$ cat src/rtl/fact_core_if.sv
// Processor-side bus into the factorial engine: decoded write strobes, write data,
// read select and the combinational read-back.
interface fact_core_if #(
    parameter int unsigned WIDTH = 32
);
    logic             we1;
    logic             we2;
    logic [WIDTH-1:0] wd;
    logic [1:0]       rdsel;
    logic [WIDTH-1:0] rd;

    modport master (output we1, output we2, output wd, output rdsel, input rd);
    modport slave  (input we1, input we2, input wd, input rdsel, output rd);
endinterface

$ cat src/rtl/fact_core.sv
// Memory-mapped factorial engine: N and GO registers, one multiply per cycle,
// register read-back selected by rdsel.
module fact_core #(
    parameter int unsigned WIDTH   = 32,
    parameter int unsigned N_WIDTH = 4,
    parameter int unsigned MAX_N   = 12
) (
    input  logic        clk,
    input  logic        rst_n,
    fact_core_if.slave  bus
);
    typedef enum logic {IDLE, CALC} state_t;

    localparam logic [N_WIDTH-1:0] MAX_N_L = N_WIDTH'(MAX_N);
    localparam logic [N_WIDTH-1:0] ONE_N   = N_WIDTH'(1);

    state_t             state_q;
    logic [N_WIDTH-1:0] n_q;
    logic [N_WIDTH-1:0] cnt_q;
    logic [WIDTH-1:0]   acc_q;
    logic [WIDTH-1:0]   result_q;
    logic               done_q;
    logic               err_q;
    logic               start;

    assign start = bus.we2 && bus.wd[0];

    always_ff @(posedge clk or negedge rst_n) begin
        if (!rst_n) begin
            state_q  <= IDLE;
            n_q      <= '0;
            cnt_q    <= '0;
            acc_q    <= '0;
            result_q <= '0;
            done_q   <= 1'b0;
            err_q    <= 1'b0;
        end else begin
            case (state_q)
                IDLE: begin
                    if (bus.we1) begin
                        n_q <= bus.wd[N_WIDTH-1:0];
                    end
                    // A same-cycle we1 does not affect this start: n_q here is the old value.
                    if (start) begin
                        if (n_q <= MAX_N_L) begin
                            acc_q   <= WIDTH'(1);
                            cnt_q   <= n_q;
                            done_q  <= 1'b0;
                            err_q   <= 1'b0;
                            state_q <= CALC;
                        end else begin
                            result_q <= '0;
                            err_q    <= 1'b1;
                            done_q   <= 1'b1;
                        end
                    end
                end
                CALC: begin
                    if (cnt_q <= ONE_N) begin
                        result_q <= acc_q;
                        done_q   <= 1'b1;
                        state_q  <= IDLE;
                    end else begin
                        acc_q <= acc_q * WIDTH'(cnt_q);
                        cnt_q <= cnt_q - ONE_N;
                    end
                end
                default: state_q <= IDLE;
            endcase
        end
    end

    always_comb begin
        bus.rd = '0;
        case (bus.rdsel)
            2'b00:   bus.rd = WIDTH'(n_q);
            2'b01:   bus.rd = WIDTH'(state_q == CALC);
            2'b10:   bus.rd = WIDTH'({err_q, done_q});
            default: bus.rd = result_q;
        endcase
    end
endmodule

$ cat src/flat_wrapper.sv
// flat-port wrapper written by rule: the top's interface ports become plain ports
module fact_core_flat 
#(
    parameter int unsigned WIDTH   = 32,
    parameter int unsigned N_WIDTH = 4,
    parameter int unsigned MAX_N   = 12
)
  (clk, rst_n, bus_we1, bus_we2, bus_wd, bus_rdsel, bus_rd);
  fact_core_if #(.WIDTH(WIDTH)) bus_i ();
  input  logic clk;
  input  logic rst_n;
  input wire logic [$bits(bus_i.we1)-1:0] bus_we1;
  input wire logic [$bits(bus_i.we2)-1:0] bus_we2;
  input wire logic [$bits(bus_i.wd)-1:0] bus_wd;
  input wire logic [$bits(bus_i.rdsel)-1:0] bus_rdsel;
  output wire logic [$bits(bus_i.rd)-1:0] bus_rd;
  assign bus_i.we1 = bus_we1;
  assign bus_i.we2 = bus_we2;
  assign bus_i.wd = bus_wd;
  assign bus_i.rdsel = bus_rdsel;
  assign bus_rd = bus_i.rd;
  fact_core #(.WIDTH(WIDTH), .N_WIDTH(N_WIDTH), .MAX_N(MAX_N)) u_core (.clk(clk), .rst_n(rst_n), .bus(bus_i));
endmodule
$ cat config.mk
export PLATFORM = sky130hd
export DESIGN_NAME = fact_core_flat
export DESIGN_NICKNAME = d
export VERILOG_FILES = /design/src/rtl/fact_core_if.sv /design/src/rtl/fact_core.sv /design/src/flat_wrapper.sv
export SDC_FILE = /design/constraint.sdc
export NUM_CORES = 1
export LEC_CHECK = 0
export CAP_MARGIN = 25
export CORE_AREA = 3 3 157 159
export CTS_CLUSTER_DIAMETER = 150
export DETAILED_ROUTE_END_ITERATION = 10
export DIE_AREA = 0 0 160 162
export GPL_ROUTABILITY_DRIVEN = 0
export SKIP_LAST_GASP = 1
export SYNTH_ARGS = -nofsm -noshare
export SYNTH_HDL_FRONTEND = slang
export SYNTH_SLANG_ARGS = --single-unit
$ cat constraint.sdc
create_clock -name clk -period 8.15 [get_ports clk]
set_clock_uncertainty 0.1 [all_clocks]
set_input_delay 1.63 -clock clk [delete_from_list [all_inputs] [get_ports clk]]
set_output_delay 1.63 -clock clk [all_outputs]
set_load 0.05 [all_outputs]
### Word-level counts from Yosys, hierarchy flattened

Cells that the tools add are included.

| word-level totals | value |
|---|---|
| register bits after elaboration | 75 |
| input bits | 38 |
| output and inout port bits | 32 |
| word-level logic and storage cells | 47 |

| operators by class | value |
|---|---|
| add/sub/neg operators | 1 |
| $mul | 1 |
| order comparisons | 2 |
| equal/unequal tests | 7 |
| multiplexer cells | 21 |
| bitwise operators | 1 |
| reduce and logical (&&, ||, !) cells | 7 |

Operators by type and width:

| kind | number |
|---|---|
| 32-bit 2-to-1 mux | 6 |
| 32-bit case mux with 2 select lines | 2 |
| 32-bit case mux with 3 select lines | 1 |
| 32-bit by 4-bit multiplier with 32-bit output | 1 |
| 4-bit 2-to-1 mux | 3 |
| 4-bit case mux with 2 select lines | 1 |
| 1-bit 2-to-1 mux | 6 |
| 2-bit inequality test (second input constant) | 3 |
| 2-bit AND reduction | 3 |
| 3-bit AND reduction | 2 |
| 4-bit by 1-bit less-or-equal comparator with 1-bit output (second input constant) | 1 |
| 4-bit less-or-equal comparator (second input constant) | 1 |
| 2-bit by 1-bit inequality test with 1-bit output (second input constant) | 2 |
| 1-bit case mux with 2 select lines | 2 |
| 4-bit by 1-bit subtractor with 4-bit output (second input constant) | 1 |
| 2-bit by 1-bit equality test with 1-bit output (second input constant) | 1 |
| 2-bit equality test (second input constant) | 1 |
| 2-bit logical NOT | 1 |
| 1-bit logical AND | 1 |
| 1-bit inverter | 1 |

### Depth between registers and ports, before layout

| logic depth | value |
|---|---|
| depth in word-level cells | 4 |
| depth in mapped cells | 16 |
| gate-level depth less buffers | 13 |

### Least setup slack after synthesis

Ideal clock, no wire load.

| timing | value |
|---|---|
| path type | register to register |
| start | register u_core.cnt_q[2] |
| end | register u_core.acc_q[26] |
| arrival | 3.906 ns |
| data required time | 7.928 ns |
| path slack | 4.022 ns |
| stages on the path, launching flop included | 15 |
| buffers on the path | 2 |
| period minus slack after synthesis | 4.128 ns |
| path through | dfrtp_1 clkbuf_1 clkbuf_1 nand2_1 fa_1 fa_1 inv_1 fa_1 a21o_1 a221o_1 o311ai_2 a21o_1 a21oi_1 or3_1 a32o_1 |

| on the way | value |
|---|---|
| longest elaborated chain between the ends | 3 |
| elaborated cells between the ends (all ways) | 6 |
| those cells by class | mul: 1; order compare: 1; eq/ne: 1; mux: 2; reduce/logical: 1 |

Ends and longest elaborated chain:

| what | line | RTL |
|---|---|---|
| from (decl) | fact_core.sv:19 | `logic [N_WIDTH-1:0] cnt_q;` |
| from (signal assigned) | fact_core.sv:47 | `cnt_q <= n_q;` |
| from (signal assigned) | fact_core.sv:65 | `cnt_q <= cnt_q - ONE_N;` |
| 32-bit by 4-bit multiplier with 32-bit output or 4-bit by 1-bit less-or-equal comparator with 1-bit output (tied branches) | fact_core.sv:64, fact_core.sv:59 |  |
| 32-bit 2-to-1 mux or 2-bit inequality test (tied branches) | n/a |  |
| 32-bit case mux with 2 select lines or 3-bit AND reduction (tied branches) | n/a |  |
| to (signal assigned) | fact_core.sv:64 | `acc_q <= acc_q * WIDTH'(cnt_q);` |
| to (decl) | fact_core.sv:20 | `logic [WIDTH-1:0] acc_q;` |

Parallel ways exist; a longest one is shown, timed or not. The select of a mux whose other input is x is not followed.
A chain may end at the register's enable or synchronous reset.

### Final worst setup path

| timing | value |
|---|---|
| start | input port bus_rdsel[0] |
| end | output port bus_rd[1] |

| on the way | value |
|---|---|
| longest elaborated chain between the ends | 2 |
| elaborated cells between the ends (all ways) | 4 |
| those cells by class | eq/ne: 2; mux: 1; reduce/logical: 1 |

Ends and longest elaborated chain:

| what | line | RTL |
|---|---|---|
| from (decl) | flat_wrapper.sv:15 | `input wire logic [$bits(bus_i.rdsel)-1:0] bus_rdsel;` |
| 2-bit equality test (tied with other cells) | fact_core.sv:75 | `case (bus.rdsel)` |
| 32-bit case mux with 3 select lines (*) | fact_core.sv:75 |  |
| to (decl) | flat_wrapper.sv:16 | `output wire logic [$bits(bus_i.rd)-1:0] bus_rd;` |

Mark *: on every way between the ends. The rest lies on a longest branch, timed or not.

==> impl_metrics.ini <==
[synth]
post_synth_mux_area_share_pct = 1.28
synth_simple_gate_area_share_pct = 20.1
syn-num-nets = 923
netlist-cell-type-count = 61
postSynth.asyncResetShare_pct = 100
synth_warnings = 0
syn_area_um2 = 6940
synth-seq-cells = 75
synth_xor_area_share_pct = 3.28
yosys.area_share.adder_pct = 22.6
synth_compound_area_share_pct = 16.9
synth.yosys.seq_area_share_pct = 27.1
post_synth_inst_count = 794
yosys_most_used_dff = sky130_fd_sc_hd__dfrtp_1
synthesis.area_per_instance_um2 = 8.73
synth-edff-count = 0
synth_top_family_by_area = adder cells

[clocking]
cts.hold.buffers_added = 0
postCtsSetupBuffers = 0
cts_made_buffers = 9
cts.reportedPaths.clkPinSlew_ns = 0.06
cts-htree-levels = 3
cts_tree = yes
clkSinkCount = 75
clockRootBuffer = sky130_fd_sc_hd__clkbuf_16
cts.path.max_buffers = 2
post_cts_resize_count = 0
clock_latency_ns = 0.35

[cells_and_area]
drive_gt1_share_pct = 5.37
commonest_non_fill_non_tap_cell_in_the_layout = sky130_fd_sc_hd__inv_1
diodes = 0
final_net_count = 943
flow.area_growth_from_synthesis_pct = 15.8
final_cell_mix = sky130_fd_sc_hd__inv_1, sky130_fd_sc_hd__and2_1, sky130_fd_sc_hd__nand2_1

[sta]
finalSetupTns_ns = 0
slew_violations = 0
rsz_0062_raised_after_global_routing = false
timing.final.crit_share_pct = 65.6
finalHoldViolations = 0
timing.final.setup_violations = 0
worstMarginPinSlew_ns = 0.765
fmaxAchievable_mhz = 187
layout_min_cycle_time_ns = 5.35
worst_slew_margin_rel_pct = 48.9

[floorplan]
chipWidth_um = 160
fp.dieArea_um2 = 25900
io_pins = 70
rows = 56
initial_core_utilization_pct = 29.6
core_um2 = 23400
floorplan.die.height_um = 162

[critical_path]
start_kind = primary input
crit_type = primary input to output pin
cp.required_ns = 6.42
worst-endpoint-arrival_ns = 3.62
worstPathMaxFanout = 32
worstSetupEndpointType = output pin

[global_route]
grt_first_pass_wirelength_um = 28700
grt_start_max_net_pins = 76
grt.overflow.total = 0
overall_global_routing_resource_usage_pct = 13.4
grt_antenna_before_repair = 0
first_global_vias = 5701

[outcome]
outcome = finished clean

[routing]
dr_wl_met2_um = 8160
route.top_layer_used = met4
dr_wl_met3_um = 401
drt_wl_total_um = 16800
dr.first_iter.drc_count = 193
drt-vias-per-instance = 4.79
drt-met1-wl_um = 8030
drt.antenna.violating_nets = 0
drc_errors = 0
routedWlPerCell_um = 14.7
first_pass_iters = 4
via_count = 5454

[flow_run]
cap_viol_max_count = 0

[placement]
portBuffers = 41
dp_hpwl_um = 11700

[min_path]
hold_path_class = flip-flop to flip-flop
-- layout make-up --
class                      count  area (um2)
tap                          319         399
sequential                    75        1880
clock buffer                   9         225
multi-input combinational    556        4450
clock inverter                 7        83.8
fill                        2479       15400
timing repair buffer          53         551
inverter                     119         447
-- metrics by stage --
| step | hold WS [ns] | instances | util, % | worst slack, ns | cell area, um2 |
|---|---|---|---|---|---|
| 3_5_place_dp | 0.369 | 1118 | 32.6 | 2.26 | 7640 |
| 5_1_grt | 0.398 | 1138 | 34.3 | 2.75 | 8030 |
| 4_1_cts | 0.385 | 1134 | 34.0 | 2.25 | 7950 |
| 3_3_place_gp | 0.360 | 1118 | 32.6 | 2.26 | 7640 |
| 2_1_floorplan | 0.342 | 794 | - | 4.02 | 6940 |
| 6_report | 0.379 | 1138 | 34.3 | 2.80 | 8030 |
-- cells in the mapped netlist (2+ instances only) --
cell type / count / area, um2
sky130_fd_sc_hd__inv_1: 118 / 443
sky130_fd_sc_hd__and2_1: 91 / 569
sky130_fd_sc_hd__nand2_1: 84 / 315
sky130_fd_sc_hd__dfrtp_1: 75 / 1880
sky130_fd_sc_hd__fa_1: 57 / 1140
sky130_fd_sc_hd__clkbuf_1: 42 / 158
sky130_fd_sc_hd__o21ai_0: 41 / 205
sky130_fd_sc_hd__a22o_1: 38 / 333
sky130_fd_sc_hd__a21oi_1: 34 / 170
sky130_fd_sc_hd__ha_1: 34 / 425
sky130_fd_sc_hd__and3_1: 28 / 175
sky130_fd_sc_hd__nor2_1: 20 / 75.1
sky130_fd_sc_hd__xnor2_1: 17 / 149
sky130_fd_sc_hd__a21o_1: 12 / 90.1
sky130_fd_sc_hd__xor2_1: 9 / 78.8
sky130_fd_sc_hd__nand3_1: 8 / 40.0
sky130_fd_sc_hd__nor3_1: 8 / 40.0
sky130_fd_sc_hd__nand4_1: 7 / 43.8
sky130_fd_sc_hd__mux2_2: 5 / 56.3
sky130_fd_sc_hd__nor2b_1: 4 / 25.0
sky130_fd_sc_hd__o211ai_1: 4 / 30.0
sky130_fd_sc_hd__a211oi_1: 3 / 22.5
sky130_fd_sc_hd__a221o_1: 3 / 30.0
sky130_fd_sc_hd__a31oi_1: 3 / 18.8
sky130_fd_sc_hd__nand2b_1: 3 / 18.8
sky130_fd_sc_hd__o2111a_1: 3 / 33.8
sky130_fd_sc_hd__o21a_1: 3 / 22.5
sky130_fd_sc_hd__o21bai_1: 3 / 22.5
sky130_fd_sc_hd__or3_1: 3 / 18.8
sky130_fd_sc_hd__a32o_1: 2 / 20.0
sky130_fd_sc_hd__o31ai_1: 2 / 15.0
-- final timing paths --
check | cells past startpoint | endpoint | slack [ns] | start
max in group asynchronous | 2 | u_core.acc_q[26]$_DFFE_PN0P_ | 6.24 | rst_n
min reg2reg | 2 | u_core.done_q$_DFFE_PN0P_ | 0.38 | u_core.done_q$_DFFE_PN0P_
min in group asynchronous | 1 | u_core.result_q[14]$_DFFE_PN0P_ | 1.11 | rst_n
max reg2reg | 12 | u_core.acc_q[26]$_DFFE_PN0P_ | 3.60 | u_core.cnt_q[3]$_DFFE_PN0P_
min | 2 | u_core.done_q$_DFFE_PN0P_ | 0.38 | u_core.done_q$_DFFE_PN0P_
max | 5 | bus_rd[1] | 2.80 | bus_rdsel[0]
-- cell families after synthesis --
family | Yosys count
AOI/OAI and AO/OA | 167
xor gates and xnor gates | 26
adders and majority gates | 91
buffers and inverters | 163
DFF | 75
muxes | 7
and+or+nand+nor | 265
-- worst max-delay path: stages --
cell	delay (ns)
sky130_fd_sc_hd__clkdlybuf4s50_1	0.50
sky130_fd_sc_hd__clkbuf_16	0.21
sky130_fd_sc_hd__mux2_2	0.35
sky130_fd_sc_hd__a22o_1	0.22
sky130_fd_sc_hd__clkdlybuf4s50_1	0.69
-- layer usage --
layer / track usage, % / vias to the layer above
li1: - / 2656
met1: 17.6 / 2725
met2: 23.3 / 64
met3: 1.53 / 9
met4: 3.79 / 0
met5: 0 / -
-- state kept, by name, summed over array words and instances (netlist names) --
register	flops
u_core.done_q	1
u_core.err_q	1
u_core.state_q	1
u_core.result_q	32
u_core.n_q	4
u_core.acc_q	32
u_core.cnt_q	4
Power is not shown: default switching activity piles up to over one toggle a cycle in this logic, so the estimate is an artifact.
